[src/rtl/shift_arbiter.sv]
// Two-requester arbiter sharing one 32-bit logarithmic shifter, with a single registered response slot.
// Optional macro SHIFT_ARB_ROT_EN: op 11 rotates left; otherwise op 11 behaves as sll.

module shift_arb_shifter (
  input  logic [1:0]  op,
  input  logic [31:0] data,
  input  logic [4:0]  shamt,
  output logic [31:0] res
);
  logic [5:0][31:0] st;
  logic right, fill;
`ifdef SHIFT_ARB_ROT_EN
  logic rot;
  assign rot = (op == 2'b11);
`endif

  assign right = (op == 2'b01) || (op == 2'b10);
  assign fill  = (op == 2'b10) && data[31];
  assign st[0] = data;

  // Stage s shifts by 16>>s when shamt[4-s] is set.
  for (genvar s = 0; s < 5; s++) begin : g_stg
    localparam int K = 16 >> s;
    logic [K-1:0] wrap;
`ifdef SHIFT_ARB_ROT_EN
    assign wrap = rot ? st[s][31 -: K] : '0;
`else
    assign wrap = '0;
`endif
    assign st[s+1] = !shamt[4-s] ? st[s] :
                     right       ? {{K{fill}}, st[s][31:K]} :
                                   {st[s][31-K:0], wrap};
  end

  assign res = st[5];
endmodule

module shift_arbiter #(
  parameter bit PRIO0_FIXED = 1'b0
) (
  input  logic        clock,
  input  logic        reset_n,
  input  logic        req0_valid,
  output logic        req0_ready,
  input  logic [1:0]  req0_op,
  input  logic [31:0] req0_data,
  input  logic [4:0]  req0_shamt,
  input  logic        req1_valid,
  output logic        req1_ready,
  input  logic [1:0]  req1_op,
  input  logic [31:0] req1_data,
  input  logic [4:0]  req1_shamt,
  output logic        rsp_valid,
  input  logic        rsp_ready,
  output logic        rsp_id,
  output logic [31:0] rsp_data,
  output logic [15:0] xfer_count
);
  localparam int NREQ = 2;

  typedef struct packed {
    logic [1:0]  op;
    logic [31:0] data;
    logic [4:0]  shamt;
  } sreq_t;

  typedef enum logic {EMPTY = 1'b0, FULL = 1'b1} state_t;

  sreq_t [NREQ-1:0] req;
  sreq_t            cur;
  logic [NREQ-1:0]  vld, win, rdy;
  logic             last_grant, slot_free, accept, sel;
  logic [31:0]      sh_res;
  state_t           state, state_nx;

  assign req[0] = {req0_op, req0_data, req0_shamt};
  assign req[1] = {req1_op, req1_data, req1_shamt};
  assign vld    = {req1_valid, req0_valid};

  // Requester 0 wins unless requester 1 alone is valid, or round-robin says it is 1's turn.
  always_comb begin
    win    = '0;
    win[0] = vld[0] && (!vld[1] || PRIO0_FIXED || last_grant);
    win[1] = vld[1] && !win[0];
  end

  assign slot_free  = (state == EMPTY) || rsp_ready;
  assign rdy        = win & {NREQ{slot_free}};
  assign req0_ready = rdy[0];
  assign req1_ready = rdy[1];
  assign accept     = |rdy;
  assign sel        = win[1];
  assign cur        = req[sel];

  shift_arb_shifter u_shf (
    .op    (cur.op),
    .data  (cur.data),
    .shamt (cur.shamt),
    .res   (sh_res)
  );

  always_ff @(posedge clock or negedge reset_n)
    if (!reset_n) state <= EMPTY;
    else          state <= state_nx;

  always_comb begin
    state_nx = state;
    case (state)
      EMPTY:   if (accept) state_nx = FULL;
      FULL:    if (rsp_ready && !accept) state_nx = EMPTY;
      default: state_nx = EMPTY;
    endcase
  end

  assign rsp_valid = (state == FULL);

  always_ff @(posedge clock or negedge reset_n) begin
    if (!reset_n) begin
      rsp_data   <= '0;
      rsp_id     <= 1'b0;
      last_grant <= 1'b1;
      xfer_count <= '0;
    end else if (accept) begin
      rsp_data   <= sh_res;
      rsp_id     <= sel;
      last_grant <= sel;
      xfer_count <= xfer_count + 16'd1;
    end
  end
endmodule

[config.mk]
export PLATFORM = sky130hd
export DESIGN_NAME = shift_arbiter
export DESIGN_NICKNAME = d
export VERILOG_FILES = /design/src/rtl/shift_arbiter.sv
export SDC_FILE = /design/constraint.sdc
export NUM_CORES = 1
export LEC_CHECK = 0
export CAP_MARGIN = 5
export CORE_ASPECT_RATIO = 0.5
export CORE_UTILIZATION = 60
export DETAILED_ROUTE_END_ITERATION = 12
export DONT_BUFFER_PORTS = 1
export PLACE_DENSITY = 0.85
export SYNTH_ARGS = -nofsm -noshare
export SYNTH_HDL_FRONTEND = slang
export SYNTH_HIERARCHICAL = 1
export SYNTH_SLANG_ARGS = --single-unit
[constraint.sdc]
create_clock -name clock -period 4.35 [get_ports clock]
set_input_delay 0.435 -clock clock [delete_from_list [all_inputs] [get_ports clock]]
set_output_delay 0.435 -clock clock [all_outputs]
set_load 0.01 [all_outputs]
==> flow_summary.yaml, run 1 <==
run_status:
  status: "finished with violations"
  violations: "negative hold slack"
sta:
  finalHoldViolCount: 17
  tightest_slew_ns: 1.15
  timing.hold.ws_ns: -0.0108
  slew_headroom: 0.230
  setup-violations-final: 0
  rsz0062_at_grt: "no"
  fin_crit_ns: 4.13
  skew_ns: 0.00438
  max_freq_mhz: 242
  drv_slew: 0
  setup_tns_ns: 0
  min_period_over_period: 0.949
clocking:
  cts_sinks: 51
  root_buffer: "clkbuf_16"
  path_clk_slew_ns: 0.07
  clock_latency_ns: 0.29
  numCtsBuffers: 5
  cts-htree-levels: 2
  clockBufferDepth: 2
  cts_tree: "done"
yosys:
  synth_edf_count: 0
  synthTopCellsByArea: "dfrtp_1 19%, mux2_2 12%, a21oi_1 4.6%"
  ys_top_cells_by_count: "80 x nand2_1, 69 x mux2_2, 66 x nor2_1"
  syn_nets: 925
  yosys_most_used_dff: "dfrtp_1"
  synth_top_area_frac: 0.188
  synth_area_per_cell_sq_um: 7.94
  yosysTopAreaCell: "dfrtp_1"
  synth_most_common_cell: "nand2_1"
  ys_types: 86
  synth_area_sq_um: 6670
  yosysWarnings: 6
  seq_area_frac_synth: 0.192
  ys_ff_latch: 51
  synthCells: 840
  async_flop_share: 1.00
final_layout:
  area_growth_pct: 6.08
  fin_nets: 906
  antennaDiodeCount: 0
  drive_gt1_frac: 0.204
  design_area_sq_um: 7080
critical_path:
  critPathLaunchType: "register"
  crit_fanout: 37
  critPathKind: "reg -> reg"
  cp.arrival_ns: 4.30
  r2r_cells: 12
  cp-startpoint: "last_grant"
  r2r_end: "rsp_data[24]"
  rrSetupSlack_ns: 0.22
  cp.required_ns: 4.53
  worstReg2RegStart: "last_grant"
  crit_path_end_kind: "register"
power:
  leakagePower_nw: 2.81
  power_density_nw_per_um2: 454
  p_total_w: 0.00321
  ir_worst_vdd_mv: 0.526
routing:
  first_iter_violations: 1192
  first_pass_iters: 7
  vias: 7443
  wl_per_cell_um: 27.4
  totalWireLength_um: 26400
  ant_nets: 0
  post_drt_via_cell_ratio: 7.74
  remaining_drc_errors: 0
die:
  initial_utilization: 0.635
  core-area_sq_um: 10500
  dieArea_sq_um: 11600
  die_y_um: 76.6
  pin_count: 135
  rows: 26
  die_x_um: 151
global_routing:
  grt_max_degree: 72
  grt_antenna_before_repair: 0
  grt_util_met2: 0.617
  grt_util_met1: 0.644
  overflow: 0
  grt_pass1_wl_um: 39500
  grt_busiest_layer: "met1"
  met3_usage: 0.177
  grt_pass1_vias: 6672
  gr-usage-all-layers: 0.449
placement:
  dp_hpwl_um: 19200
  dpl_cell_area_sq_um: 6810
  gp_congestion: 1.04
  port_buffers: 0
worst_hold_path:
  hp-class: "in -> async"
flow_run:
  drv_cap: 0
-- power by group --
group	total [W]	internal, W	switching, W
sequential	0.000871	0.000634	0.000237
combinational	0.00183	0.000698	0.00114
clock	0.000504	0.000330	0.000174
total	0.00321	0.00166	0.00155
-- metal layers --
metal | wire, um | share of wire | vias up
met5 | 0 | 0 | -
met2 | 10300 | 0.39 | 716
met1 | 10800 | 0.41 | 3473
met3 | 4570 | 0.17 | 96
li1 | - | - | 3158
met4 | 774 | 0.029 | 0
-- worst max-delay path, stage by stage, from the launching register on --
cell       delay (ns)
dfstp_2          0.39
a21boi_4         0.17
buf_12           0.16
mux2_2           0.36
ha_4             0.49
nor2b_1          0.18
a221o_1          0.43
a22oi_2          0.42
mux2i_1          0.25
a2111oi_0        0.62
a31oi_1          0.11
o211a_1          0.16
mux2_2           0.26
-- cell usage in the layout (no fill, tap or decap), types with 12 or more instances in the layout --
| master | count |
|---|---|
| a211oi_1 | 20 |
| a21oi_1 | 61 |
| a31oi_1 | 17 |
| buf_4 | 47 |
| dfrtp_1 | 50 |
| inv_1 | 12 |
| mux2_2 | 69 |
| mux2i_1 | 30 |
| nand2_1 | 80 |
| nand2b_1 | 19 |
| nand3_1 | 17 |
| nor2_1 | 66 |
| nor2b_1 | 13 |
| nor3_1 | 19 |
| o211ai_1 | 24 |
| o21ai_0 | 43 |
| o31ai_1 | 12 |
-- flip-flops by register name (all words and copies together), names as in the netlist --
name / flops
last_grant: 1
rsp_data: 32
rsp_id: 1
rsp_valid: 1
xfer_count: 16
-- stage by stage --
stage,hold slack [ns],utilization,setup WS (ns),cells
after floorplan,0.139,-,0.849,840
after global placement,0.141,0.648,0.153,949
after detailed placement,0.141,0.648,0.122,949
after CTS,0.00324,0.669,0.182,958
after global routing,0.0152,0.673,0.174,962
final,-0.0108,0.673,0.223,962
-- area by class of cell --
cell class	count	area [sq um]
Clock buffer	6	129
Clock inverter	2	60.1
Fill cell	843	3430
Inverter	13	48.8
Multi-Input combinational cell	700	4960
Sequential cell	51	1280
Tap cell	140	175
Timing Repair Buffer	50	420
-- worst max path at each step --
| stage | end | cells past startpoint |
|---|---|---|
| after floorplan | rsp_data[15] | 13 |
| after global placement | rsp_data[15] | 10 |
| after detailed placement | rsp_data[15] | 10 |
| after CTS | rsp_data[15] | 10 |
| after global routing | rsp_data[12] | 12 |
| final | rsp_data[24] | 12 |
-- logic make-up after synthesis --
group,Yosys count,synth area share
adder cells (fa/ha/maj),2,0.00375
AND/OR/NAND/NOR,273,0.205
multiplexers,115,0.196
XOR/XNOR,15,0.0197
flip-flops,51,0.192
buffers and inverters,89,0.0688
AO/OA/AOI/OAI,295,0.315
-- what timing repair did --
action | CTS | global route
resized for setup | 0 | 1
setup endpoints to repair | 0 | 7
setup buffers | 0 | 4
hold buffers | 1 | 0
endpoints found under the hold margin | 51 | 0
(Power assumes the default switching activity.)
==> run 2, diff against run 1 <==
ABC_CLOCK_PERIOD_IN_PS = 4350   (was not set)
==> results of run 2 <==
The final DEF is identical to that of run 1; final timing and power are the same.
